`src/rtl/pwm_duty_meter_if.sv`:
```
// Bundle of the enable, PWM input and measurement result signals of pwm_duty_meter.
// The master side drives ena/pwm_in and observes the results; the meter is the slave.
interface pwm_duty_meter_if #(
    parameter int unsigned CNT_W = 16
);
    logic             ena;
    logic             pwm_in;
    logic [CNT_W-1:0] high_cnt;
    logic [CNT_W-1:0] period_cnt;
    logic [3:0]       duty_tenths;
    logic             valid;
    logic             timeout;
    logic             overrun;

    modport master (
        output ena, pwm_in,
        input  high_cnt, period_cnt, duty_tenths, valid, timeout, overrun
    );

    modport slave (
        input  ena, pwm_in,
        output high_cnt, period_cnt, duty_tenths, valid, timeout, overrun
    );
endinterface

```
`src/rtl/pwm_duty_meter.sv`:
```
// PWM duty monitor: measures high time and period of a synchronised PWM input and
// reports floor(10*high/period) through an 11-cycle sequential divider.
module pwm_duty_meter #(
    parameter int unsigned CNT_W = 16
) (
    input logic              clk,
    input logic              rst_n,
    pwm_duty_meter_if.slave  bus
);
    localparam int unsigned TW = CNT_W + 4;
    localparam logic [CNT_W-1:0] CntMax = '1;

    typedef enum logic [1:0] {StIdle, StSync, StHigh, StLow} state_e;

    state_e           state_q, state_d;
    logic             s1_q, s2_q, s3_q;
    logic             rise, fall;
    logic [CNT_W-1:0] hcnt_q, hcnt_d, lcnt_q, lcnt_d;
    logic             capture, to_evt, to_is_high;
    logic [CNT_W:0]   sum;
    logic [CNT_W-1:0] cap_period;

    logic             busy_q;
    logic [3:0]       step_q, k_q, k_next;
    logic [CNT_W-1:0] dh_q, dp_q;
    logic [TW-1:0]    tgt_q, acc_q, acc_try, tgt_new;
    logic             accept, take, div_wr;

    logic [CNT_W-1:0] high_q, high_d, period_q, period_d;
    logic [3:0]       duty_q, duty_d;
    logic             valid_q, valid_d, timeout_q, timeout_d, overrun_q, overrun_d;
    logic             pend_q, pend_d, pend_high_q, pend_high_d, res_high;

    assign rise = s2_q & ~s3_q;
    assign fall = ~s2_q & s3_q;

    always_ff @(posedge clk or negedge rst_n) begin
        if (!rst_n) begin
            s1_q <= 1'b0;
            s2_q <= 1'b0;
            s3_q <= 1'b0;
        end else begin
            s1_q <= bus.pwm_in;
            s2_q <= s1_q;
            s3_q <= s2_q;
        end
    end

    always_comb begin
        state_d    = state_q;
        hcnt_d     = hcnt_q;
        lcnt_d     = lcnt_q;
        capture    = 1'b0;
        to_evt     = 1'b0;
        to_is_high = 1'b0;
        if (!bus.ena) begin
            state_d = StIdle;
            hcnt_d  = '0;
            lcnt_d  = '0;
        end else begin
            unique case (state_q)
                StIdle: state_d = StSync;
                StSync: begin
                    if (rise) begin
                        state_d = StHigh;
                        hcnt_d  = CNT_W'(1);
                        lcnt_d  = '0;
                    end
                end
                StHigh: begin
                    if (fall) begin
                        state_d = StLow;
                        lcnt_d  = CNT_W'(1);
                    end else if (hcnt_q == CntMax) begin
                        to_evt     = 1'b1;
                        to_is_high = 1'b1;
                        state_d    = StSync;
                    end else begin
                        hcnt_d = hcnt_q + CNT_W'(1);
                    end
                end
                StLow: begin
                    if (rise) begin
                        capture = 1'b1;
                        state_d = StHigh;
                        hcnt_d  = CNT_W'(1);
                        lcnt_d  = '0;
                    end else if (lcnt_q == CntMax) begin
                        to_evt  = 1'b1;
                        state_d = StSync;
                    end else begin
                        lcnt_d = lcnt_q + CNT_W'(1);
                    end
                end
                default: state_d = StIdle;
            endcase
        end
    end

    always_ff @(posedge clk or negedge rst_n) begin
        if (!rst_n) begin
            state_q <= StIdle;
            hcnt_q  <= '0;
            lcnt_q  <= '0;
        end else begin
            state_q <= state_d;
            hcnt_q  <= hcnt_d;
            lcnt_q  <= lcnt_d;
        end
    end

    // Long high plus long low can exceed CNT_W bits; saturate the reported period.
    assign sum        = {1'b0, hcnt_q} + {1'b0, lcnt_q};
    assign cap_period = sum[CNT_W] ? CntMax : sum[CNT_W-1:0];

    assign accept  = capture & ~busy_q;
    assign tgt_new = (TW'(hcnt_q) << 3) + (TW'(hcnt_q) << 1);
    assign acc_try = acc_q + TW'(dp_q);
    assign take    = busy_q && (step_q < 4'd10) && (acc_try <= tgt_q);
    assign k_next  = k_q + {3'b000, take};
    assign div_wr  = busy_q && (step_q == 4'd9);

    // Busy spans capture+1 .. capture+11, so periods shorter than 12 overrun.
    always_ff @(posedge clk or negedge rst_n) begin
        if (!rst_n) begin
            busy_q <= 1'b0;
            step_q <= '0;
            dh_q   <= '0;
            dp_q   <= '0;
            tgt_q  <= '0;
            acc_q  <= '0;
            k_q    <= '0;
        end else if (!bus.ena) begin
            busy_q <= 1'b0;
            step_q <= '0;
        end else if (accept) begin
            busy_q <= 1'b1;
            step_q <= '0;
            dh_q   <= hcnt_q;
            dp_q   <= cap_period;
            tgt_q  <= tgt_new;
            acc_q  <= '0;
            k_q    <= '0;
        end else if (busy_q) begin
            if (step_q == 4'd10) begin
                busy_q <= 1'b0;
            end else begin
                step_q <= step_q + 4'd1;
            end
            if (take) begin
                acc_q <= acc_try;
                k_q   <= k_next;
            end
        end
    end

    always_comb begin
        high_d      = high_q;
        period_d    = period_q;
        duty_d      = duty_q;
        valid_d     = 1'b0;
        timeout_d   = timeout_q;
        overrun_d   = overrun_q;
        pend_d      = pend_q;
        pend_high_d = pend_high_q;
        res_high    = to_evt ? to_is_high : pend_high_q;
        if (div_wr) begin
            high_d    = dh_q;
            period_d  = dp_q;
            duty_d    = k_next;
            valid_d   = 1'b1;
            timeout_d = 1'b0;
            // A coincident stuck-input result is deferred by one cycle.
            if (to_evt) begin
                pend_d      = 1'b1;
                pend_high_d = to_is_high;
            end
        end else if (to_evt || pend_q) begin
            high_d    = res_high ? CntMax : '0;
            period_d  = CntMax;
            duty_d    = res_high ? 4'd10 : 4'd0;
            valid_d   = 1'b1;
            timeout_d = 1'b1;
            pend_d    = 1'b0;
        end
        if (!bus.ena) begin
            overrun_d = 1'b0;
            pend_d    = 1'b0;
        end else if (capture && busy_q) begin
            overrun_d = 1'b1;
        end
    end

    always_ff @(posedge clk or negedge rst_n) begin
        if (!rst_n) begin
            high_q      <= '0;
            period_q    <= '0;
            duty_q      <= '0;
            valid_q     <= 1'b0;
            timeout_q   <= 1'b0;
            overrun_q   <= 1'b0;
            pend_q      <= 1'b0;
            pend_high_q <= 1'b0;
        end else begin
            high_q      <= high_d;
            period_q    <= period_d;
            duty_q      <= duty_d;
            valid_q     <= valid_d;
            timeout_q   <= timeout_d;
            overrun_q   <= overrun_d;
            pend_q      <= pend_d;
            pend_high_q <= pend_high_d;
        end
    end

    assign bus.high_cnt    = high_q;
    assign bus.period_cnt  = period_q;
    assign bus.duty_tenths = duty_q;
    assign bus.valid       = valid_q;
    assign bus.timeout     = timeout_q;
    assign bus.overrun     = overrun_q;
endmodule

```
`src/flat_wrapper.sv`:
```
// flat-port wrapper written by rule: the top's interface ports become plain ports
module pwm_duty_meter_flat 
#(
    parameter int unsigned CNT_W = 16
)
  (clk, rst_n, bus_ena, bus_pwm_in, bus_high_cnt, bus_period_cnt, bus_duty_tenths, bus_valid, bus_timeout, bus_overrun);
  pwm_duty_meter_if #(.CNT_W(CNT_W)) bus_i ();
  input logic clk;
  input logic rst_n;
  input wire logic [$bits(bus_i.ena)-1:0] bus_ena;
  input wire logic [$bits(bus_i.pwm_in)-1:0] bus_pwm_in;
  output wire logic [$bits(bus_i.high_cnt)-1:0] bus_high_cnt;
  output wire logic [$bits(bus_i.period_cnt)-1:0] bus_period_cnt;
  output wire logic [$bits(bus_i.duty_tenths)-1:0] bus_duty_tenths;
  output wire logic [$bits(bus_i.valid)-1:0] bus_valid;
  output wire logic [$bits(bus_i.timeout)-1:0] bus_timeout;
  output wire logic [$bits(bus_i.overrun)-1:0] bus_overrun;
  assign bus_i.ena = bus_ena;
  assign bus_i.pwm_in = bus_pwm_in;
  assign bus_high_cnt = bus_i.high_cnt;
  assign bus_period_cnt = bus_i.period_cnt;
  assign bus_duty_tenths = bus_i.duty_tenths;
  assign bus_valid = bus_i.valid;
  assign bus_timeout = bus_i.timeout;
  assign bus_overrun = bus_i.overrun;
  pwm_duty_meter #(.CNT_W(CNT_W)) u_core (.clk(clk), .rst_n(rst_n), .bus(bus_i));
endmodule
```
`config.mk`:
```
export PLATFORM = sky130hd
export DESIGN_NAME = pwm_duty_meter_flat
export DESIGN_NICKNAME = d
export VERILOG_FILES = /design/src/rtl/pwm_duty_meter_if.sv /design/src/rtl/pwm_duty_meter.sv /design/src/flat_wrapper.sv
export SDC_FILE = /design/constraint.sdc
export NUM_CORES = 1
export LEC_CHECK = 0
export CORE_MARGIN = 4
export CORE_UTILIZATION = 52
export CTS_CLUSTER_DIAMETER = 50
export DETAILED_ROUTE_END_ITERATION = 6
export PLACE_DENSITY = 0.7
export SYNTH_ARGS = -nofsm -noshare
export SYNTH_HDL_FRONTEND = slang
export SYNTH_SLANG_ARGS = --single-unit
```
`constraint.sdc`:
```
create_clock -name clk -period 5.24 [get_ports clk]
set_input_delay 1.048 -clock clk [delete_from_list [all_inputs] [get_ports clk]]
set_output_delay 1.048 -clock clk [all_outputs]
set_load 0.1 [all_outputs]
```
==> metrics.md <==
| Metric | Value |
|---|---|
| ANT cells | 0 |
| Period Utilization, post-route | 92.5% |
| Crit end category | flip-flop |
| Design Area, Final | 10700 um^2 |
| Critical Path RT | 5.56 ns |
| Final setup fails | 0 |
| Seq/Total Area, Yosys | about 42% |
| Syn. warnings | 0 |
| Routability Congestion | between 0.8 and 0.9 |
| Router iterations before antenna repair | 4 |
| EDFF count, synth | 0 |
| MaxCap Viol Count | 0 |
| DP HPWL | roughly 17000 um |
| Mean Syn Cell Area | 8.96 um^2 |
| #FFs+latches synth | 156 |
| GR Util met3 | between 4 and 5% |
| Mean routed wirelength per cell | between 15 and 20 um |
| Top FF cell, synth | dfrtp_1 |
| Relative slew slack | 33.2% |
| Hold Path Class | flip-flop to flip-flop |
| Leakage | 4.81 nW |
| Num Clock Sinks | 156 |
| CTS Buffer Depth | 2 |
| GRT Total Usage | 24.0% |
| Post-Route WL | between 20000 and 25000 um |
| Crit Path Max Fanout | 4 |
| Commonest non-fill, non-tap cells in the layout | 156 x dfrtp_1, 132 x nand2_1, 93 x nor2_1 |
| Synthesized instance count | roughly 1000 |
| Die ar. | 20300 um^2 |
| Non-Filler Instances | 1324 |
| GRT busiest layer | met2 |
| CTS tree | yes |
| Initial DRC count | 496 |
| DRC viols | 0 |
| VDD IR max | 267 uV |
| Core Rows | 48 |
| Initial antenna violation count | 0 |
| Final setup TNS | 0 ns |
| Asr flop ratio synth | 100% |
| Mapped Nets | 1132 |
| CTS root buf | clkbuf_16 |
| Routed Antenna Nets | 0 |
| H-tree Lvls | 4 |
| Largest net degree at the start of global routing | 84 |
| GRT met2 Usage | between 30% and 40% |
| Via/cell ratio | 5.94 |
| Nets@finish | 1169 |
| Data arrival, critical path | 5.17 ns |
| Post-DP Area | 10100 um^2 |
| Initial Util | 53.6% |
| Startpoint Class | flip-flop |
| GRT overflow | 0 |
| Final Hold Viols | 0 |
| TritonCTS Buffers | 17 |
| Worst Path Class, Setup | flip-flop to flip-flop |
| Clock Skews | between 0.008 and 0.009 ns |
| Synthesized area | between 9000 and 10000 um^2 |
| Post-route minimum period | 4.85 ns |
| Most common cell after layout, fill and taps aside | dfrtp_1 |
| Clk slew on worst S/H paths | approximately 0.07 ns |
| Worst slew pin tran | 0.999 ns |
| Clock Latency Late Sink | 0.43 ns |
| Slew Viols, Final | 0 |
| Layout overhead on the synthesized area | 13.6% |
| DR vias | ~7900 |
| # port buffers | between 40 and 50 |
| Die width | 142 um |
| Die Ht | ~140 um |
| Met1 Use GR | 33.8% |
| IO Pins | 43 |
| Core ar. | 17500 um^2 |
| Netlist cell types | 74 |
| Vias in the first global route | 7558 |
| RSZ-0062 raised after global routing | false |
| Max Clk Rate | 206 MHz |
| First-pass GRT wire length | 39100 um |
| Pwr Density | 422 nW/um^2 |
| Share of layout cells above drive strength 1 | 5.82% |
| Post-Place Cells | 1292 |
| Outcome | complete, no violations |
## cells in the mapped netlist (12+ instances only)
cell type    n  share of area, %
a22o_1      20               1.9
nor2_1      93               3.7
nand3_1     72               3.8
xnor2_1     29               2.7
ha_1        76                10
a21o_1      15               1.2
o22a_1      15               1.4
o21ai_0     74               3.9
xor2_1      16               1.5
nand2_1    132               5.3
a21oi_1     75               4.0
nand2b_1    12              0.80
clkbuf_1    28               1.1
inv_1       50               2.0
dfrtp_1    156                42
## sequential cells by signal, summed over array words and instances, names as in the netlist, 2 cells and up
signal                  count
u_core.acc_q               20
u_core.bus.duty_tenths      4
u_core.bus.high_cnt        16
u_core.bus.period_cnt      16
u_core.dh_q                16
u_core.dp_q                16
u_core.hcnt_q              16
u_core.k_q                  4
u_core.lcnt_q              16
u_core.state_q              2
u_core.step_q               4
u_core.tgt_q               17
## final timing paths
kind                                            start                                    end  slack, ns  cells after the start
setup / recovery           u_core.dp_q[0]$_DFFE_PN0P_              u_core.k_q[2]$_DFFE_PN0P_       0.39                     20
hold reg to reg                 u_core.s1_q$_DFF_PN0_                  u_core.s2_q$_DFF_PN0_       0.36                      0
max in group asynchronous                       rst_n           u_core.hcnt_q[5]$_DFFE_PN0P_       3.49                      2
setup reg to reg           u_core.dp_q[0]$_DFFE_PN0P_              u_core.k_q[2]$_DFFE_PN0P_       0.39                     20
hold / removal                  u_core.s1_q$_DFF_PN0_                  u_core.s2_q$_DFF_PN0_       0.36                      0
min in group asynchronous                       rst_n  u_core.bus.period_cnt[12]$_DFFE_PN0P_       0.65                      1
## cell families (layout without fill, tap and decap cells)
group | after synthesis | after routing | synth area share [%]
and+or+nand+nor | 389 | 389 | 19.5
xor gates and xnor gates | 45 | 45 | 4.19
DFF | 156 | 156 | 41.5
buffers and inverters | 89 | 139 | 3.79
adders and majority gates | 79 | 79 | 10.8
AOI/OAI and AO/OA | 287 | 287 | 19.8
muxes | 4 | 4 | 0.439
## through the flow
stage / hold slack (ns) / total power [mW] / setup slack, ns / util (%)
2_1_floorplan: 0.331 / 2.73 / 0.867 / -
3_3_place_gp: 0.348 / 3.14 / 0.354 / 57.3
3_5_place_dp: 0.343 / 3.17 / 0.219 / 57.3
4_1_cts: 0.367 / 4.53 / 0.171 / 60.9
5_1_grt: 0.384 / 4.82 / 0.0790 / 60.9
6_report: 0.361 / 4.51 / 0.393 / 60.9
## critical path: stages (launching register included)
cell and delay, ns:
dfrtp_1 0.39, ha_1 0.20, inv_1 0.07, fa_1 0.40
inv_1 0.07, a21oi_1 0.08, o211ai_1 0.28, nand2_1 0.18
o311ai_1 0.50, nand3_1 0.20, xnor2_1 0.17, ha_1 0.29
nand4_1 0.12, nor4bb_1 0.44, o21a_1 0.18, a2111o_1 0.18
a21oi_1 0.14, ha_1 0.22, ha_1 0.22, and3b_1 0.19
a211o_1 0.21
## cell type report
type / instances / area (um^2)
fillers: 1543 / 6860
multi-input cells: 804 / 5150
flip-flops and latches: 156 / 3900
repair buffers: 56 / 527
clock buffers: 17 / 425
well taps: 225 / 282
clock inverters: 15 / 200
inverters: 51 / 191
## where the power goes
group	total [mW]	internal [mW]	switching (mW)
clock	1.32	0.768	0.556
sequential	1.54	1.37	0.168
combinational	1.65	0.678	0.974
## repair_timing
item | 4_1_cts | 5_1_grt
buffers inserted | 0 | 0
resized for setup | 0 | 1
endpoints found under the setup margin | 0 | 6
hold buffers | 0 | 0
## metal layers
layer	wire [um]	up-vias
li1	-	3843
met1	11000	3822
met2	11100	180
met3	970	21
met4	298	0
met5	0	-
Note: power is estimated with default switching activity, not from simulation.
